**src/rtl/atmos_light_est.sv**
```systemverilog
// Per-frame atmospheric light estimator: tracks the RGB of the brightest
// dark-channel pixel, clamps it, optionally blends it, and holds A per frame.
module atmos_light_est #(
  parameter int unsigned A_MAX     = 220,
  parameter int unsigned A_INIT    = 220,
  parameter bit          SMOOTH_EN = 1'b1
) (
  input  logic        clk,
  input  logic        rst_n,
  input  logic        pre_frame_vsync,
  input  logic        pre_frame_href,
  input  logic        pre_frame_clken,
  input  logic [7:0]  pre_dark,
  input  logic [23:0] pre_rgb,
  output logic [7:0]  atmos_r,
  output logic [7:0]  atmos_g,
  output logic [7:0]  atmos_b,
  output logic [7:0]  atmos_gray,
  output logic        atmos_valid,
  output logic        atmos_locked
);

  localparam logic [7:0] AMAX8 = 8'(A_MAX);
  localparam logic [7:0] AINI8 = 8'(A_INIT);

  typedef enum logic [1:0] {
    IDLE,
    ACCUM,
    CALC,
    OUT
  } state_e;

  state_e      state_q;
  logic        vsync_q;
  logic        pend_q;
  logic [7:0]  max_q;
  logic [23:0] cand_q;
  logic [21:0] cnt_q;
  logic [7:0]  c_r_q, c_g_q, c_b_q;
  logic [7:0]  a_r_q, a_g_q, a_b_q;
  logic [7:0]  gray_q;
  logic        valid_q;
  logic        locked_q;

  logic        rise, fall, pix, take;
  logic [7:0]  a_r_d, a_g_d, a_b_d, gray_d;

  function automatic logic [7:0] clamp(
    input logic [7:0] v
  );
    return (v > AMAX8) ? AMAX8 : v;
  endfunction

  // (3*old + new + 2) >> 2; both inputs <= A_MAX keeps the result <= A_MAX
  function automatic logic [7:0] blend(
    input logic [7:0] o,
    input logic [7:0] n
  );
    logic [9:0] s;
    s = 10'(o) + 10'(o) + 10'(o) + 10'(n) + 10'd2;
    return s[9:2];
  endfunction

  assign rise = pre_frame_vsync & ~vsync_q;
  assign fall = ~pre_frame_vsync & vsync_q;
  assign pix  = pre_frame_vsync & pre_frame_href
              & pre_frame_clken;
  assign take = (cnt_q == '0) || (pre_dark > max_q);

  always_comb begin
    a_r_d = c_r_q;
    a_g_d = c_g_q;
    a_b_d = c_b_q;
    if (SMOOTH_EN && locked_q) begin
      a_r_d = blend(a_r_q, c_r_q);
      a_g_d = blend(a_g_q, c_g_q);
      a_b_d = blend(a_b_q, c_b_q);
    end
    gray_d = a_r_d;
    if (a_g_d > gray_d) gray_d = a_g_d;
    if (a_b_d > gray_d) gray_d = a_b_d;
  end

  always_ff @(posedge clk or negedge rst_n) begin
    if (!rst_n) begin
      state_q  <= IDLE;
      vsync_q  <= 1'b0;
      pend_q   <= 1'b0;
      max_q    <= '0;
      cand_q   <= '0;
      cnt_q    <= '0;
      c_r_q    <= '0;
      c_g_q    <= '0;
      c_b_q    <= '0;
      a_r_q    <= AINI8;
      a_g_q    <= AINI8;
      a_b_q    <= AINI8;
      gray_q   <= AINI8;
      valid_q  <= 1'b0;
      locked_q <= 1'b0;
    end else begin
      vsync_q <= pre_frame_vsync;
      valid_q <= 1'b0;
      unique case (state_q)
        IDLE: begin
          if (pend_q) begin
            pend_q  <= 1'b0;
            max_q   <= '0;
            cand_q  <= '0;
            cnt_q   <= '0;
            state_q <= ACCUM;
          end else if (rise) begin
            state_q <= ACCUM;
            if (pix) begin
              max_q  <= pre_dark;
              cand_q <= pre_rgb;
              cnt_q  <= 22'd1;
            end else begin
              max_q  <= '0;
              cand_q <= '0;
              cnt_q  <= '0;
            end
          end
        end
        ACCUM: begin
          if (pix) begin
            if (take) begin
              max_q  <= pre_dark;
              cand_q <= pre_rgb;
            end
            if (cnt_q != '1) cnt_q <= cnt_q + 22'd1;
          end
          if (fall) state_q <= CALC;
        end
        CALC: begin
          if (rise) pend_q <= 1'b1;
          if (cnt_q == '0) begin
            state_q <= IDLE;
          end else begin
            c_r_q   <= clamp(cand_q[23:16]);
            c_g_q   <= clamp(cand_q[15:8]);
            c_b_q   <= clamp(cand_q[7:0]);
            state_q <= OUT;
          end
        end
        OUT: begin
          if (rise) pend_q <= 1'b1;
          a_r_q    <= a_r_d;
          a_g_q    <= a_g_d;
          a_b_q    <= a_b_d;
          gray_q   <= gray_d;
          valid_q  <= 1'b1;
          locked_q <= 1'b1;
          state_q  <= IDLE;
        end
        default: state_q <= IDLE;
      endcase
    end
  end

  assign atmos_r      = a_r_q;
  assign atmos_g      = a_g_q;
  assign atmos_b      = a_b_q;
  assign atmos_gray   = gray_q;
  assign atmos_valid  = valid_q;
  assign atmos_locked = locked_q;

endmodule

```
**config.mk**
```make
export PLATFORM = sky130hd
export DESIGN_NAME = atmos_light_est
export DESIGN_NICKNAME = d
export VERILOG_FILES = /design/src/rtl/atmos_light_est.sv
export SDC_FILE = /design/constraint.sdc
export NUM_CORES = 1
export LEC_CHECK = 0
export BUFFER_PORTS_ARGS = -buffer_cell sky130_fd_sc_hd__buf_2
export CORE_MARGIN = 10
export CORE_UTILIZATION = 63
export DETAILED_ROUTE_END_ITERATION = 8
export GPL_ROUTABILITY_DRIVEN = 0
export GPL_TIMING_DRIVEN = 0
export PLACE_DENSITY = 0.83
export RECOVER_POWER = 50
export SLEW_MARGIN = 20
export SYNTH_ARGS = -nofsm -noshare
export SYNTH_HDL_FRONTEND = slang
export SYNTH_SLANG_ARGS = --single-unit
```
**constraint.sdc**
```tcl
create_clock -name clk -period 16 [get_ports clk]
set_input_delay 1.6 -clock clk [delete_from_list [all_inputs] [get_ports clk]]
set_output_delay 1.6 -clock clk [all_outputs]
set_load 0.01 [all_outputs]
```
==> impl_metrics.yaml, run 1 <==
synth:
  netlist_area_sq_um: 8070
  synth_area_leaders: "dfrtp_1, ha_1, dfstp_2"
  synth-seq-area-share: 0.363
  synth_top_area_frac: 0.298
  synth_edf_count: 0
  synth-main-ff-cell: "dfrtp_1"
  ys_types: 70
  yosys_warnings: 0
  syn_nets: 983
  syn_area_per_cell_sq_um: 9.24
  synth-seq-cells: 116
  yosysTopAreaCell: "dfrtp_1"
  syn_inst: 873
  synthArstFlopShare: 1.00
global_route:
  first_global_vias: 7096
  grt_util_all_layers: 0.241
  grt_max_degree: 70
  grt_pass1_wl_um: 35200
  antenna_found_initial: 0
  grt.overflow.total: 0
final_layout:
  multiInputGateArea_sq_um: 4790
  n_antenna_cell: 0
  drive_gt1_frac: 0.172
  nets: 1073
  layout_common_cells: "dfrtp_1, nand2_1, buf_2"
  area_delta_synth_final_pct: 14.5
  ff_latch_area_sq_um: 2930
  nFillCells: 967
  final_util: 0.735
  final_cells: 1148
  layout_commonest_cell: "dfrtp_1"
cts:
  ctsResizeCount: 0
  numCtsBuffers: 17
  hold_buffers: 0
  clockBufferDepth: 2
  clock-root-buffer: "clkbuf_16"
  cts_setup_buffers: 0
  clk_latency_ns: 0.43
  clkSinkCount: 116
  htree_levels: 4
  clkSlewWorstSetupHoldPaths_ns: 0.05
  cts_tree: "done"
die:
  core_region_area_sq_um: 12600
  die_w_um: 133
  die_h_um: 133
  design.die.area_sq_um: 17700
  io_pins: 71
  initial_core_util: 0.642
  num_rows: 41
timing:
  fin_worst_skew_ns: 0.00781
  fin_setup_tns_ns: 0
  min_period_over_period: 0.383
  relSlewSlack: -1.42
  fmax_mhz: 163
  slew_viol_final: 119
  setup_viol_count_final: 0
  hold_viol_final: 0
  rsz0062_at_grt: "false"
  finalCriticalPeriod_ns: 6.13
  worst_slew_pin_slew_ns: 3.63
routing:
  drc: 0
  wire_per_inst_um: 18.6
  routed_wl_um: 21400
  drt_iter0_markers: 690
  first_pass_iters: 6
  vias_per_cell: 6.38
  via_count: 7320
  ant_nets: 0
min_path:
  hold_class: "reg2reg"
critical_path:
  reg2reg_to: "atmos_gray[6]$_DFFE_PN1P_"
  critPathLaunchType: "primary input"
  crit_top_cell: "clkbuf_1"
  critPathTopFamily: "buffers and inverters"
  cp_num_cells: 2
  crit_path_start: "rst_n"
  r2r_slack_ns: 10.04
  worstPathArrival_ns: 6.12
  path_class: "in2async"
  ff2ff_path_depth: 21
  crit_chain: "clkbuf_1, clkbuf_1"
  slowest_delay_ns: 2.52
  endpoint_kind: "asynchronous set/reset pin"
  rr_startpoint: "atmos_g[6]$_DFFE_PN1P_"
  crit_path_top_delay_cell: "clkbuf_1"
  crit_buf_inv: 2
  critical_path.endpoint: "atmos_valid$_DFF_PN0_"
  crit_path_max_fanout: 69
  cp.required_ns: 15.99
place:
  dpl.hpwl_um: 15600
  dp_cells: 1116
  portBuffers: 70
pwr:
  power_density_nw_per_um2: 235
  leakagePower_nw: 4.35
  peakVddDrop_mv: 0.142
status:
  violations: "max-capacitance violations, max-slew violations"
  status: "finished with violations"
flow_run:
  cap_violations: 2
## cells by family (layout without fill, tap and decap cells)
kind of cell,Yosys count,after routing,synth area share
AND/OR/NAND/NOR,301,301,0.200
AO/OA/AOI/OAI,241,241,0.195
flip-flops,116,116,0.363
buffers and inverters,86,189,0.0434
adder cells (fa/ha/maj),73,73,0.130
multiplexers,29,29,0.0386
XOR/XNOR,27,27,0.0293
## worst min-delay path by stage
stage                                start                     end  slack, ns  depth (start not counted)
floorplan             c_b_q[0]$_DFFE_PN0P_    c_b_q[0]$_DFFE_PN0P_       0.46                          2
global placement    atmos_g[7]$_DFFE_PN1P_  atmos_g[7]$_DFFE_PN1P_       0.48                          2
detailed placement  atmos_g[7]$_DFFE_PN1P_  atmos_g[7]$_DFFE_PN1P_       0.48                          2
CTS                 atmos_g[7]$_DFFE_PN1P_  atmos_g[7]$_DFFE_PN1P_       0.49                          2
global route        atmos_g[7]$_DFFE_PN1P_  atmos_g[7]$_DFFE_PN1P_       0.52                          2
finish              atmos_g[7]$_DFFE_PN1P_  atmos_g[7]$_DFFE_PN1P_       0.49                          2
## report_power, final
part | switching [mW] | leakage [nW] | internal [mW]
registers | 0.0994 | 1.50 | 0.382
logic | 0.799 | 2.55 | 0.492
clock network | 0.136 | 0.300 | 0.262
total | 1.03 | 4.35 | 1.14
## routing by layer
layer	part of all wire	vias up	track usage
met2	0.48	325	0.389
met5	0	-	0
met3	0.079	59	0.0549
li1	-	3422	-
met4	0.027	0	0.102
met1	0.42	3514	0.306
## Yosys cell counts (all sizes together) (3+ instances only)
master / number
dfrtp: 96
nand2: 89
o21ai: 85
ha: 55
nand3: 46
clkbuf: 41
nor2: 38
inv: 37
and3: 36
a21oi: 35
a32oi: 32
xnor2: 22
dfstp: 20
nand4: 19
fa: 18
mux2: 17
nor3: 17
nor2b: 14
a21o: 12
mux2i: 12
nor4: 11
a211oi: 10
a31oi: 10
o211ai: 10
and2: 7
buf: 7
a211o: 6
o31ai: 6
o21a: 5
xor2: 5
and4: 4
nand2b: 4
o2111a: 4
o22ai: 4
or3: 4
nor3b: 3
nor4b: 3
o21bai: 3
## area by class of cell
class | instances | share of cell area
multi-input combinational | 671 | 0.518
clock inverter | 11 | 0.0171
timing repair buffer | 71 | 0.0375
inverter | 38 | 0.0154
buffer | 48 | 0.0225
tap | 172 | 0.0233
sequential | 116 | 0.317
clock buffer | 21 | 0.0488
## metrics by stage
step | setup WS (ns) | power (mW) | instance area [sq um] | hold slack, ns
after floorplan | 10.90 | 1.38 | 8070 | 0.463
after global placement | 10.29 | 1.68 | 8630 | 0.481
after detailed placement | 10.27 | 1.72 | 8660 | 0.483
after CTS | 10.19 | 2.15 | 9270 | 0.490
after global routing | 8.84 | 2.35 | 9240 | 0.523
final | 9.87 | 2.17 | 9240 | 0.489
## flip-flops by register name, summed over array words and instances, names as in the netlist
signal and count:
vsync_q 1, cand_q 24, atmos_g 8, c_r_q 8, c_g_q 8, c_b_q 8
atmos_r 8, pend_q 1, atmos_locked 1, atmos_b 8, state_q 2, max_q 8
atmos_gray 8, cnt_q 22, atmos_valid 1
Power figures use the tool's default switching activity.
==> run 2, diff against run 1 <==
CORE_UTILIZATION = 55   (was 63)
PLACE_DENSITY = 0.76   (was 0.83)
clock period = 5.6 ns   (was 16 ns; I/O delays follow)
==> run 2 against run 1 <==
- the run still ends with max-capacitance violations, max-slew violations left
- flip-flop and latch count unchanged
- register-to-register slack worse by 10 ns
- first-iteration DRC count is 4.3% lower
- critical path depth is 20 higher
- combinational power rose to 3.4 times the previous value
- utilization down 6.6 points
- count of clock-buffer cells in the layout fell by 3
- setup slack got worse by 9.8 ns
- largest power group unchanged
==> impl_metrics.yaml, run 2 (synthesized netlist as in run 1, its figures left out) <==
routing:
  vias_per_cell: 6.25
  via_count: 7293
  routed_wl_um: 22500
  wire_per_inst_um: 19.3
  first_pass_iters: 8
  drt_iter0_markers: 660
  ant_nets: 0
  drc: 0
global_route:
  grt-busiest-layer: "met2"
  antenna_found_initial: 0
  globalRouteMet2Util: 0.351
  met1_usage: 0.289
  grt.overflow.total: 0
  grt_use_met3: 0.0548
  grt_util_all_layers: 0.222
  first_global_vias: 7226
  grt_max_degree: 79
  grt_pass1_wl_um: 36400
timing:
  fmax_mhz: 180
  whs_ns: 0.336
  relSlewSlack: -0.413
  worst_slew_pin_slew_ns: 2.12
  setup_viol_count_final: 0
  hold_viol_final: 0
  finalCriticalPeriod_ns: 5.57
  fin_worst_skew_ns: 0.00647
  slew_viol_final: 119
  min_period_over_period: 0.994
  layout_setup_ws_ns: 0.0308
pwr:
  p_sw_mw: 3.28
  leakagePower_nw: 4.40
  power_switching_share: 0.465
  intPower_mw: 3.77
  p_comb_frac: 0.627
  seq_power_share: 0.196
  power_density_nw_per_um2: 731
  peakVddDrop_mv: 0.360
  pwr-share-clk: 0.177
flow_run:
  cap_violations: 2
die:
  die_h_um: 141
  num_rows: 44
  design.die.area_sq_um: 19900
  core_region_area_sq_um: 14400
  die_w_um: 141
  io_pins: 71
  initial_core_util: 0.559
place:
  pre_cts_ws_ns: -0.251
  dpl.hpwl_um: 15800
  portBuffers: 70
  postPlaceCellArea_sq_um: 8680
  dp_cells: 1128
critical_path:
  cp_num_cells: 22
  crit_buf_inv: 3
  crit_path_max_fanout: 5
  critPathTopFamily: "compound AO/OA/AOI/OAI gates"
  crit_path_top_delay_cell: "dfstp_2"
  slowest_delay_ns: 0.59
  critPathLaunchType: "flip-flop"
  endpoint_kind: "flip-flop"
  crit_chain: "fa_1, ha_4, nand4_1, o221ai_2, buf_4, mux2i_2, a21oi_1, ha_1, nand4_1, nor2_2, a211o_1, buf_4, nand3_1, o211ai_1, nor2_1, ha_1, nand4_1, a21o_1, a21o_1, buf_4, a211o_1, a31oi_1"
  ff2ff_path_depth: 22
  cp.required_ns: 5.95
  path_class: "reg2reg"
  worstPathArrival_ns: 5.92
cts:
  clkSlewWorstSetupHoldPaths_ns: 0.06
  numCtsBuffers: 17
  htree_levels: 4
  clkSinkCount: 116
  clockBufferDepth: 2
  cts_tree: "done"
  hold_buffers: 0
  clock-root-buffer: "clkbuf_16"
  clk_latency_ns: 0.43
final_layout:
  n_antenna_cell: 0
  area_delta_synth_final_pct: 19.5
  layout_commonest_cell: "dfrtp_1"
  largest_reg_flops: 24
  reg_top3: "cand_q (24), cnt_q (22)"
  final_util: 0.668
  top_register: "cand_q"
  nets: 1080
  final_cells: 1167
  fin_area_sq_um: 9640
  layout_common_cells: "dfrtp_1, nand2_1, buf_2"
  drive_gt1_frac: 0.219
min_path:
  hold_class: "in2reg"
  whs_path_depth: 1
status:
  status: "finished with violations"
  violations: "max-capacitance violations, max-slew violations"
## run 2: cell count changes in the layout (fill, tap and decap cells not counted), sizes merged
cell,delta
buf,+1
bufinv,+2
clkbuf,+3
clkinv,-2
clkinvlp,+2
inv,+1
## run 2: path summary, 6_finish.rpt
path,startpoint,end,slack (ns)
min in group asynchronous,rst_n,atmos_valid$_DFF_PN0_,0.74
max in group asynchronous,rst_n,cand_q[14]$_DFFE_PN0P_,2.05
setup reg to reg,atmos_r[4]$_DFFE_PN1P_,atmos_gray[4]$_DFFE_PN1P_,0.03
hold / removal,pre_frame_vsync,vsync_q$_DFF_PN0_,0.34
hold reg to reg,atmos_b[7]$_DFFE_PN1P_,atmos_b[7]$_DFFE_PN1P_,0.49
setup / recovery,atmos_r[4]$_DFFE_PN1P_,atmos_gray[4]$_DFFE_PN1P_,0.03
## run 2: per-stage QoR
| step | total power [mW] | TNS (ns) |
|---|---|---|
| global route | 7.51 | -0.235 |
| finish | 7.05 | 0 |
| CTS | 6.51 | 0 |
| global placement | 4.82 | -0.557 |
| floorplan | 3.95 | 0 |
| detailed placement | 4.92 | -1.42 |
## run 2: what timing repair did
action / in CTS / in global routing
resized for setup: 7 / 40
endpoints found under the setup margin: 8 / 8
cloned: 0 / 0
pin swaps: 5 / 17
buffers inserted: 5 / 5
## run 2: metal layers
metal	up-vias	routed length [um]
met5	-	0
met4	0	499
met3	47	1690
met2	301	10600
met1	3520	9720
li1	3425	-
## run 2: final cells by class
class                      instances  area, sq um
clock inverter                    14          231
fill                            1159         4780
buffer                            45          196
clock buffer                      18          439
multi-input combinational        671         5060
sequential                       116         2930
inverter                          38          143
tap                              184          230
timing repair buffer              81          412
## run 2: power groups by stage
| stage | combinational (mW) | sequential (mW) | clock [mW] |
|---|---|---|---|
| after floorplan | 2.63 | 1.33 | 0 |
| after global placement | 3.45 | 1.37 | 0 |
| after detailed placement | 3.54 | 1.38 | 0 |
| after CTS | 3.88 | 1.37 | 1.26 |
| after global routing | 4.81 | 1.41 | 1.29 |
| final | 4.42 | 1.38 | 1.25 |
==> run 3, diff against run 2 <==
REMOVE_ABC_BUFFERS = 1   (was not set)
==> run 3 against run 2 <==
- the run still ends with max-capacitance violations, max-slew violations left
- routed wire length fell by 11%
- combinational power fell by 5.4%
- cell area fell by 2.5%
- count of clock-buffer cells in the layout is 1 lower
- non-clock buffer count decreased by 40
- largest cell class unchanged
- largest power group unchanged
==> impl_metrics.yaml, run 3 (synthesized netlist as in run 1, its figures left out) <==
die:
  io_pins: 71
  die_w_um: 141
  num_rows: 44
  design.die.area_sq_um: 19900
  core_region_area_sq_um: 14400
  die_h_um: 141
  initial_core_util: 0.559
global_route:
  antenna_found_initial: 0
  met1_usage: 0.274
  grt-busiest-layer: "met2"
  globalRouteMet2Util: 0.300
  grt_util_all_layers: 0.198
  grt_use_met3: 0.0430
  grt_max_degree: 71
  grt_pass1_wl_um: 32800
  first_global_vias: 6640
  grt.overflow.total: 0
critical_path:
  path_class: "reg2reg"
  crit_chain: "fa_1, ha_2, a21o_1, a31oi_2, a21oi_1, a211oi_2, a21o_1, ha_1, nand4_1, buf_4, nor2_2, buf_4, a211oi_2, nor2_4, mux2i_1, ha_1, nand4_1, a21o_1, a21o_1, buf_4, a211o_1, a31oi_1"
  crit_path_top_delay_cell: "dfstp_2"
  critPathLaunchType: "flip-flop"
  crit_path_start: "atmos_g[4]$_DFFE_PN1P_"
  cp.required_ns: 5.96
  worstPathArrival_ns: 5.79
  crit_path_max_fanout: 7
  endpoint_kind: "flip-flop"
  crit_top_cell: "a21o_1"
  rr_startpoint: "atmos_g[4]$_DFFE_PN1P_"
  slowest_delay_ns: 0.60
timing:
  min_period_over_period: 0.971
  setup_viol_count_final: 0
  layout_setup_ws_ns: 0.165
  slew_viol_final: 119
  relSlewSlack: -0.680
  hold_viol_final: 0
  worst_slew_pin_slew_ns: 2.52
  fin_worst_skew_ns: 0.0114
  fin_setup_tns_ns: 0
  finalCriticalPeriod_ns: 5.44
  fmax_mhz: 184
status:
  violations: "max-capacitance violations, max-slew violations"
  status: "finished with violations"
final_layout:
  nets: 1040
  nFillCells: 1184
  final_cells: 1127
  fin_area_sq_um: 9400
  reg_top3: "cand_q (24), cnt_q (22)"
  layout_commonest_cell: "dfrtp_1"
  final_util: 0.652
  n_antenna_cell: 0
  area_delta_synth_final_pct: 16.6
  largest_reg_flops: 24
  layout_common_cells: "dfrtp_1, nand2_1, buf_2"
  top_register: "cand_q"
  drive_gt1_frac: 0.216
pwr:
  peakVddDrop_mv: 0.536
  power_density_nw_per_um2: 710
  leakagePower_nw: 4.34
place:
  dpl.hpwl_um: 13900
  dp_cells: 1086
  postPlaceCellArea_sq_um: 8650
  portBuffers: 70
  pre_cts_ws_ns: -0.265
flow_run:
  cap_violations: 2
cts:
  cts_tree: "done"
  clkSlewWorstSetupHoldPaths_ns: 0.06
  clock-root-buffer: "clkbuf_16"
  clkSinkCount: 116
  clockBufferDepth: 2
  clk_latency_ns: 0.43
  numCtsBuffers: 17
  htree_levels: 4
min_path:
  hold_class: "in2reg"
  hp-start: "pre_frame_vsync"
routing:
  routed_wl_um: 20000
  wire_per_inst_um: 17.8
  via_count: 7008
  drc: 0
  ant_nets: 0
  first_pass_iters: 5
  vias_per_cell: 6.22
  drt_iter0_markers: 574
run 3: final timing paths:
| check | to | slack [ns] | depth (start not counted) |
|---|---|---|---|
| hold / removal | vsync_q$_DFF_PN0_ | 0.34 | 1 |
| hold reg to reg | atmos_g[7]$_DFFE_PN1P_ | 0.49 | 2 |
| max in group asynchronous | cand_q[8]$_DFFE_PN0P_ | 1.91 | 2 |
| setup reg to reg | atmos_gray[4]$_DFFE_PN1P_ | 0.16 | 22 |
| setup / recovery | atmos_gray[4]$_DFFE_PN1P_ | 0.16 | 22 |
| min in group asynchronous | atmos_r[5]$_DFFE_PN0P_ | 0.91 | 1 |
run 3: final cells by class:
| cell class | instances | area, sq um | area share |
|---|---|---|---|
| sequential | 116 | 2930 | 0.312 |
| multi-input combinational | 671 | 4970 | 0.528 |
| tap | 184 | 230 | 0.0245 |
| inverter | 38 | 143 | 0.0152 |
| clock inverter | 15 | 183 | 0.0194 |
| clock buffer | 17 | 425 | 0.0453 |
| timing repair buffer | 86 | 523 | 0.0556 |
run 3: per-layer routing:
layer | wire length (um) | part of all wire
met2 | 9280 | 0.46
met5 | 0 | 0
met1 | 9110 | 0.45
met4 | 298 | 0.015
met3 | 1360 | 0.068
run 3: timing repair:
item,CTS,global route
cloned,0,0
setup endpoints to repair,8,8
pin swaps,3,8
hold buffers,0,0
gates resized for setup,6,20
setup buffers,3,6
run 3: power by group:
part | total (mW) | switching, mW | internal, mW
combinational | 4.18 | 2.42 | 1.76
sequential | 1.37 | 0.282 | 1.09
clock | 1.12 | 0.420 | 0.701
run 3: stage by stage:
step	hold WS (ns)	total power, mW
global route	0.339	7.20
floorplan	0.264	3.89
CTS	0.0737	6.32
global placement	0.481	4.70
finish	0.342	6.68
detailed placement	0.479	4.91
run 3: worst max-delay path, delay by kind of cell (launching register included):
family | cells | cell delay, ns
simple gates | 4 | 0.42
flops | 1 | 0.60
fa+ha+maj | 4 | 1.46
buf+inv | 3 | 0.44
compound gates | 10 | 2.24
mux | 1 | 0.19
